==> src/rtl/dp_axil_reg_slave.sv <==
// dp_axil_reg_slave: AXI4-Lite subordinate holding the Data Plane register bank, exported as a flat image.
// Define DP_AXIL_WSTRB_EN for per-byte write strobes; otherwise every write updates the full word.
module dp_axil_reg_slave #(
    parameter int ADDR_WIDTH = 12,
    parameter int DATA_WIDTH = 32,
    parameter int NUM_REGS   = 16
) (
    input  logic                           clk,
    input  logic                           reset_n,
    input  logic                           awvalid,
    output logic                           awready,
    input  logic [ADDR_WIDTH-1:0]          awaddr,
    input  logic                           wvalid,
    output logic                           wready,
    input  logic [DATA_WIDTH-1:0]          wdata,
    input  logic [DATA_WIDTH/8-1:0]        wstrb,
    output logic                           bvalid,
    input  logic                           bready,
    output logic [1:0]                     bresp,
    input  logic                           arvalid,
    output logic                           arready,
    input  logic [ADDR_WIDTH-1:0]          araddr,
    output logic                           rvalid,
    input  logic                           rready,
    output logic [DATA_WIDTH-1:0]          rdata,
    output logic [1:0]                     rresp,
    output logic [NUM_REGS*DATA_WIDTH-1:0] regs_o
);
    localparam int IW = $clog2(NUM_REGS);
    localparam int XW = ADDR_WIDTH - 2;
    localparam logic [XW-1:0] L_NUM = XW'(NUM_REGS);

    typedef enum logic [1:0] {W_IDLE, W_HAVE_AW, W_HAVE_W, W_RESP} w_state_t;
    typedef enum logic {R_IDLE, R_VALID} r_state_t;

    w_state_t              r_wstate, w_wnext;
    r_state_t              r_rstate, w_rnext;
    logic                  r_live;
    logic [DATA_WIDTH-1:0] r_regs [NUM_REGS];
    logic [XW-1:0]         r_widx;
    logic [DATA_WIDTH-1:0] r_wdata;
    logic [DATA_WIDTH-1:0] r_rdata;
    logic [1:0]            r_bresp;
    logic [1:0]            r_rresp;
    logic                  w_aw_hs, w_w_hs, w_ar_hs, w_commit, w_wok, w_rok;
    logic [XW-1:0]         w_idx, w_ridx;
    logic [DATA_WIDTH-1:0] w_data;
    logic                  w_unused_lsb;

    // Readies stay low until the first edge after reset release.
    assign awready = r_live && (r_wstate == W_IDLE || r_wstate == W_HAVE_W);
    assign wready  = r_live && (r_wstate == W_IDLE || r_wstate == W_HAVE_AW);
    assign arready = r_live && r_rstate == R_IDLE;
    assign bvalid  = r_wstate == W_RESP;
    assign rvalid  = r_rstate == R_VALID;
    assign bresp   = r_bresp;
    assign rresp   = r_rresp;
    assign rdata   = r_rdata;

    assign w_aw_hs  = awvalid && awready;
    assign w_w_hs   = wvalid && wready;
    assign w_ar_hs  = arvalid && arready;
    assign w_idx    = w_aw_hs ? awaddr[ADDR_WIDTH-1:2] : r_widx;
    assign w_data   = w_w_hs ? wdata : r_wdata;
    assign w_wok    = w_idx < L_NUM;
    assign w_ridx   = araddr[ADDR_WIDTH-1:2];
    assign w_rok    = w_ridx < L_NUM;
    assign w_commit = w_wnext == W_RESP && r_wstate != W_RESP;
    assign w_unused_lsb = ^{awaddr[1:0], araddr[1:0]};

`ifdef DP_AXIL_WSTRB_EN
    logic [DATA_WIDTH/8-1:0] r_wstrb;
    logic [DATA_WIDTH/8-1:0] w_strb;
    assign w_strb = w_w_hs ? wstrb : r_wstrb;
    always_ff @(posedge clk or negedge reset_n)
        if (!reset_n) r_wstrb <= '0;
        else if (w_w_hs) r_wstrb <= wstrb;
`else
    logic w_unused_strb;
    assign w_unused_strb = ^wstrb;
`endif

    always_comb begin
        w_wnext = r_wstate;
        if (r_wstate == W_RESP) w_wnext = bready ? W_IDLE : W_RESP;
        else if ((w_aw_hs || r_wstate == W_HAVE_AW) && (w_w_hs || r_wstate == W_HAVE_W)) w_wnext = W_RESP;
        else if (w_aw_hs) w_wnext = W_HAVE_AW;
        else if (w_w_hs) w_wnext = W_HAVE_W;
    end

    always_comb w_rnext = (r_rstate == R_IDLE) ? (w_ar_hs ? R_VALID : R_IDLE) : (rready ? R_IDLE : R_VALID);

    always_ff @(posedge clk or negedge reset_n) begin
        if (!reset_n) begin
            r_wstate <= W_IDLE;
            r_rstate <= R_IDLE;
            r_live   <= 1'b0;
            r_widx   <= '0;
            r_wdata  <= '0;
            r_bresp  <= 2'b00;
            r_rresp  <= 2'b00;
            r_rdata  <= '0;
        end else begin
            r_live   <= 1'b1;
            r_wstate <= w_wnext;
            r_rstate <= w_rnext;
            if (w_aw_hs) r_widx <= awaddr[ADDR_WIDTH-1:2];
            if (w_w_hs) r_wdata <= wdata;
            if (w_commit) r_bresp <= w_wok ? 2'b00 : 2'b10;
            if (w_ar_hs) begin
                r_rdata <= w_rok ? r_regs[w_ridx[IW-1:0]] : '0;
                r_rresp <= w_rok ? 2'b00 : 2'b10;
            end
        end
    end

    // A read captured on the commit edge sees the pre-write value.
    always_ff @(posedge clk or negedge reset_n) begin
        if (!reset_n) begin
            for (int i = 0; i < NUM_REGS; i++) r_regs[i] <= '0;
        end else if (w_commit && w_wok) begin
`ifdef DP_AXIL_WSTRB_EN
            for (int k = 0; k < DATA_WIDTH/8; k++)
                if (w_strb[k]) r_regs[w_idx[IW-1:0]][8*k +: 8] <= w_data[8*k +: 8];
`else
            r_regs[w_idx[IW-1:0]] <= w_data;
`endif
        end
    end

    genvar i;
    for (i = 0; i < NUM_REGS; i++) begin : g_img
        assign regs_o[i*DATA_WIDTH +: DATA_WIDTH] = r_regs[i];
    end
endmodule

==> config.mk <==
export PLATFORM = sky130hd
export DESIGN_NAME = dp_axil_reg_slave
export DESIGN_NICKNAME = d
export VERILOG_FILES = /design/src/rtl/dp_axil_reg_slave.sv
export SDC_FILE = /design/constraint.sdc
export NUM_CORES = 1
export LEC_CHECK = 0
export ABC_AREA = 1
export BUFFER_PORTS_ARGS = -buffer_cell sky130_fd_sc_hd__buf_2
export CAP_MARGIN = 10
export CORE_ASPECT_RATIO = 1.5
export CORE_UTILIZATION = 35
export DETAILED_ROUTE_END_ITERATION = 8
export PLACE_DENSITY = 0.53
export SYNTH_ARGS = -nofsm -noshare
export SYNTH_HDL_FRONTEND = slang
export SYNTH_SLANG_ARGS = --single-unit
==> constraint.sdc <==
create_clock -name clk -period 2 [get_ports clk]
set_input_delay 0.2 -clock clk [delete_from_list [all_inputs] [get_ports clk]]
set_output_delay 0.2 -clock clk [all_outputs]
set_load 0.02 [all_outputs]
# Word level (Yosys, flattened, before mapping)
# Cells that the tools add are included.
word_totals:
  ff_bits: 594
  inputBits: 67
  out_inout_bits: 553
classes:
  n_lt_le_gt_ge: 5
  n_eq_ne: 5
  muxes: 19
  bitwise_logic: 3
  n_reduce_logical: 15
ops:
  columns: ["op", "count"]
  rows:
  - ["$bwmux W512", 1]
  - ["$mux W32", 5]
  - ["$bmux W32 S4", 1]
  - ["$demux W32 S4", 1]
  - ["$lt A10 B5 Y1 const B", 2]
  - ["$mux W2", 7]
  - ["$ge A5 B5 Y1 const B", 2]
  - ["$logic_and A1 B1 Y1", 10]
  - ["$mux W10", 1]
  - ["$not A4 Y5", 2]
  - ["$eq A2 B2 Y1 const B", 3]
  - ["$lt A5 B1 Y1 const B", 1]
  - ["$logic_or A1 B1 Y1", 4]
  - ["$mux W1", 3]
  - ["$eq A2 B1 Y1 const B", 1]
  - ["$logic_not A2 Y1", 1]
  - ["$ne A2 B2 Y1 const B", 1]
  - ["$not A1 Y1", 1]

# Logic depth before layout (Yosys ltp)
logic_depth:
  ltp_word: 11
  mapped_depth: 12
  mapped_depth_nobuf: 10

# Worst setup path before layout
# No wires, ideal clock.
synth_timing:
  kind: "reg-to-reg"
  start: "register r_wstate[0]"
  end: "register r_regs, in the netlist regs_o[320]"
  setup_time_ns: 0.117
  t_arrival_ns: 1.868
  setup_slack_ns: 0.015
  path_stages_with_launch: 11
  synth_period_minus_slack_ns: 1.985
  cell_sequence: "dfrtp_1 nor2_2 nand3_1 nand2_1 nand2_1 nor2_2 buf_4 nand3_2 clkbuf_1 nand2_1 nand2_1"
synth_between:
  elab_chain_cells: 11
synth_rtl:
  columns: ["item", "line", "rtl"]
  rows:
  - ["start: declaration", "36", "w_state_t r_wstate, w_wnext;"]
  - ["start signal: assignment", "105", "r_wstate <= w_wnext;"]
  - ["$eq A2 B2 Y1 / $logic_not A2 Y1 (equally long branches)", "51", "assign awready = r_live && (r_wstate == W_IDLE || r_wstate == W_HAVE_W);"]
  - ["$logic_or A1 B1 Y1 (*)", "51", null]
  - ["$logic_and A1 B1 Y1 (*)", "51", null]
  - ["net awready", "11", "output logic awready,"]
  - ["$logic_and A1 B1 Y1 (*)", "60", "assign w_aw_hs = awvalid && awready;"]
  - ["$mux W10 / $logic_or A1 B1 Y1 (equally long branches)", "63, 86", null]
  - ["$not A4 Y5 (implied by the code) / $logic_and A1 B1 Y1 (equally long branches)", "126, 86", null]
  - ["$ge A5 B5 Y1 (implied by the code), or another cell as far along", "126", "r_regs[w_idx[IW-1:0]] <= w_data;"]
  - ["$logic_and A1 B1 Y1 (implied by the code) / $mux W2 (equally long branches)", "126, 85", null]
  - ["$mux W32 (implied by the code) / $eq A2 B2 Y1 (equally long branches)", "126, 68", null]
  - ["$demux W32 S4 / $logic_and A1 B1 Y1 (equally long branches)", "126, 68", null]
  - ["$bwmux W512 / $logic_and A1 B1 Y1 (equally long branches)", "126, 121", null]
  - ["end signal: indexed assignment", "126", null]
  - ["end: declaration", "39", "logic [DATA_WIDTH-1:0] r_regs [NUM_REGS];"]
# The timed path passes the listed nets; every way through them passes the cells marked *.
# A chain may end at the register's enable or synchronous reset.

# Final worst setup path
layout_timing:
  start: "register r_live"
  end: "register r_regs, in the netlist regs_o[197]"
layout_between:
  elab_chain_cells: 9
layout_rtl:
  columns: ["item", "line", "rtl"]
  rows:
  - ["start: declaration", "38", "logic r_live;"]
  - ["start signal: assignment", "97", "r_live <= 1'b0;"]
  - ["start signal: assignment", "104", "r_live <= 1'b1;"]
  - ["$logic_and A1 B1 Y1 (*)", "51", null]
  - ["$logic_and A1 B1 Y1 (*)", "60", null]
  - ["$mux W10 (*)", "63", "assign w_idx = w_aw_hs ? awaddr[ADDR_WIDTH-1:2] : r_widx;"]
  - ["net w_idx[2]", "46", "logic [XW-1:0] w_idx, w_ridx;"]
  - ["$not A4 Y5 (implied by the code)", "126", null]
  - ["$ge A5 B5 Y1 (implied by the code) / $lt A5 B1 Y1 (equally long branches)", "126", null]
  - ["$logic_and A1 B1 Y1 (implied by the code)", "126", null]
  - ["$mux W32 (implied by the code)", "126", null]
  - ["$demux W32 S4", "126", null]
  - ["$bwmux W512", "126", null]
# Marked as above.

==> run_results.csv <==
group,metric,value,unit
setup_path,max_stage_delay,450,ps
yosys,synth_top_area_share,51.22,%
routing,wirelength,134.1,mm
clock_tree,clock_sinks,592,
floorplan,fp.dieW,236.7,um
sta,worstMarginPinSlew,555.2,ps
setup_path,path_max_fanout,8,
grt,grt_antenna_before_repair,3,
sta,fin_crit,2032,ps
grt,first_global_vias,27290,
placed_design,hpwl,90.95,mm
floorplan,fp.dieH,354.1,um
yosys,avgSynthCellArea,7.546,sq um
floorplan,start_util,35.48,%
finish,drive_gt1_share,23.82,%
grt,grt.overflow.total,0,
setup_path,cp_common_cell,"nand2_1",
yosys,yosys.area.top_type,"dfrtp_1",
clock_tree,h-tree-depth,2,
clock_tree,clk_latency,650,ps
grt,grt_max_degree,81,
status,violations,"setup timing",
floorplan,pin_count,620,
routing,drc,0,
sta,finalMaxSlewViolations,0,
clock_tree,cts_inserted_buffers,61,
power_and_ir_drop,switchingPower,12.56,mW
routing,drt-initial-drc-count,3263,
sta,fin_setup_tns,-262.3,ps
setup_path,startpoint_type,"flop",
setup_path,crit_required,2530,ps
yosys,synthTopCellsByArea,"dfrtp_1, nand2_1, nand3_1",
routing,viasPerCell,5.335,
placed_design,numPortBuffers,609,
routing,wl_per_cell,24.14,um
yosys,async_flop_share,100.0,%
finish,register_area,14820,sq um
setup_path,crit_family,"simple AND/OR/NAND/NOR gates",
sta,setup_viol,27,
setup_path,path_class,"flop to flop",
floorplan,row_count,128,
sta,max_freq,492.2,MHz
clock_tree,clkTransAtPathRegs,60,ps
sta,holdWs,40.83,ps
power_and_ir_drop,p_int,22.55,mW
hold_path,hp-class,"input pin to flop",
sta,rsz0062_at_grt,"true",
status,status,"finished with violations",
power_and_ir_drop,comb_power_share,28.0,%
setup_path,slowest_stage,"dfrtp_2",
setup_path,cp-end-kind,"flop",
sta,hold_violations,0,
power_and_ir_drop,power_density,920.3,nW/um^2
grt,grt_pass1_wl,189.4,mm
sta,setup_slack,-31.61,ps
finish,nNetsFinal,4530,
routing,drt_pass1_iterations,5,
yosys,syn_inst,3833,
power_and_ir_drop,switching_share,35.78,%
floorplan,die_area,83820,sq um
yosys,ys_types,26,
power_and_ir_drop,p_seq_share,37.8,%
grt,groute.usage.overall,30.37,%
yosys,ys.flop_type,"dfrtp_1",
yosys,ys_seq_area_share,51.22,%
finish,nFillCells,8147,
floorplan,core_area,81520,sq um
sta,fin_crit_sh,101.6,%
yosys,yosysWarnings,0,
routing,ant_nets,0,
yosys,synth.cell_area,28920,sq um
clock_tree,cts-root-buf,"clkbuf_16",
finish,multi_input_area,12690,sq um
sta,skew,21.30,ps
sta,relSlewSlack,62.99,%
setup_path,cp_cell_sequence,"buf_4, nand3_4, buf_6, nand2_1, nand2_2, nand2_2, buf_12, nor2_4, nand3_4, clkbuf_16, nand2_1, nand2_1",
yosys,synth_seq_cells,592,
setup_path,crit_arrival,2560,ps
yosys,synth_edf_count,0,
placed_design,preCtsSetupSlack,-127.3,ps
setup_path,cp_num_buf_inv,4,
clock_tree,clk_path_buf_depth,3,
routing,vias,29630,
placed_design,gp_congestion,0.9090,
run,cap_violations,0,
clock_tree,tritoncts,"built",
power_and_ir_drop,clkPwrFrac,34.1,%
power_and_ir_drop,peakVddDrop,0.0006642,V
finish,area_growth,31.90,%
power_and_ir_drop,power.leakage,21.71,nW
[kinds of logic (layout without fill, tap and decap cells)]
| family | count (synthesis) | count (layout) | share of synthesized area (%) |
|---|---|---|---|
| AO/OA/AOI/OAI | 136 | 136 | 3.011 |
| buffers and inverters | 413 | 1087 | 6.376 |
| flip-flops | 592 | 592 | 51.22 |
| multiplexers | 32 | 32 | 1.246 |
| other | 2 | 8 | 0.02596 |
| AND/OR/NAND/NOR | 2658 | 2659 | 38.12 |
[synthesized netlist by cell type (8+ instances only)]
cell type	count
nand2_1	1788
nand3_1	721
dfrtp_1	592
clkbuf_1	120
buf_2	112
nor2_1	111
inv_1	103
o211ai_1	75
o21ai_0	55
buf_4	39
buf_1	34
mux2_2	32
nor2_2	18
nand3_2	8
nand4_1	8
[layer usage]
layer / GRT usage [%] / share of wire (%) / vias up
met2: 46.17 / 45 / 1411
met5: 0 / 0 / -
met1: 42.90 / 42 / 14440
met3: 5.177 / 8.2 / 235
li1: - / - / 13540
met4: 11.97 / 4.6 / 0
[metrics by stage]
step / util, % / std cells / power [mW] / area, sq um
2_1_floorplan: - / 3834 / 17.69 / 28930
3_3_place_gp: 42.42 / 5364 / 22.48 / 34580
3_5_place_dp: 42.42 / 5364 / 22.54 / 34580
4_1_cts: 45.48 / 5508 / 34.68 / 37070
5_1_grt: 46.80 / 5552 / 36.22 / 38150
6_report: 46.80 / 5554 / 35.11 / 38150
[worst paths after layout]
check / start / endpoint / slack [ps] / cells past startpoint
max: r_live / regs_o[197] / -30 / 12
min: awaddr[7] / r_widx[5] / 40 / 4
max reg2reg: r_live / regs_o[197] / -30 / 12
min reg2reg: rdata[20] / rdata[20] / 480 / 2
max in group asynchronous: reset_n / regs_o[187] / 1050 / 4
min in group asynchronous: reset_n / regs_o[452] / 50 / 2
[cell usage in the layout (no fill, tap or decap)]
| cell | synthesis | layout |
|---|---|---|
| conb_1 | 2 | 3 |
| nor2_2 | 18 | 1 |
| o21ai_1 | 1 | 1 |
| bufbuf_16 | 0 | 1 |
| nand3_4 | 1 | 6 |
| inv_6 | 0 | 3 |
| o211ai_1 | 75 | 75 |
| buf_4 | 39 | 100 |
| clkinv_2 | 0 | 7 |
| buf_6 | 1 | 12 |
| clkbuf_16 | 0 | 80 |
| inv_1 | 103 | 101 |
| nor4_4 | 0 | 1 |
| diode_2 | 0 | 5 |
| nand3_1 | 721 | 677 |
| dfrtp_1 | 592 | 590 |
| nor2_4 | 1 | 20 |
| o21ai_0 | 55 | 55 |
| nand2_2 | 1 | 20 |
| buf_8 | 0 | 6 |
| clkbuf_8 | 0 | 21 |
| a22oi_1 | 1 | 1 |
| clkbuf_1 | 120 | 13 |
| buf_2 | 112 | 605 |
| clkinv_4 | 0 | 1 |
| a21oi_1 | 4 | 4 |
| mux2_2 | 32 | 32 |
| inv_4 | 0 | 1 |
| dfrtp_2 | 0 | 2 |
| nand2_1 | 1788 | 1769 |
| inv_2 | 2 | 3 |
| nand4_1 | 8 | 8 |
| nor2_1 | 111 | 109 |
| bufinv_16 | 0 | 3 |
| buf_12 | 0 | 90 |
| buf_16 | 0 | 11 |
| dlygate4sd3_1 | 0 | 29 |
| nand3_2 | 8 | 48 |
[cell type report]
class                   count  area share, %
multi-input cells        2830          33.27
well taps                1040          3.411
clock inverters            12         0.3739
clock buffers              97          5.018
flip-flops and latches    592          38.84
diodes                      5        0.03280
repair buffers            871          17.97
inverters                 107          1.086
[worst register-to-register path, delay by kind of cell, from the launching register on]
kind / cells / cell delay (ps)
buf+inv: 4 / 680
flops: 1 / 450
simple gates: 8 / 800
[what timing repair did]
item | in CTS | in global routing
hold buffers | 29 | 0
endpoints found under the setup margin | 509 | 513
pin swaps | 1 | 78
buffers inserted | 4 | 20
hold endpoints to repair | 364 | 0
gates cloned | 2 | 21
gates resized for setup | 15 | 88
[flip-flops by register name, indices dropped and copies added, names as in the netlist]
signal	count
bresp	1
r_live	1
r_wdata	32
r_widx	10
r_wstate	2
rdata	32
regs_o	512
rresp	1
rvalid	1
[power by group through the flow]
stage	logic [mW]	registers, mW	clock network [mW]
4_1_cts	9.26	13.3	12.2
5_1_grt	10.3	13.4	12.6
2_1_floorplan	3.93	13.8	0
3_5_place_dp	9.07	13.5	0
6_report	9.84	13.3	12.0
3_3_place_gp	9.03	13.5	0
Note: power is estimated with default switching activity, not from simulation.
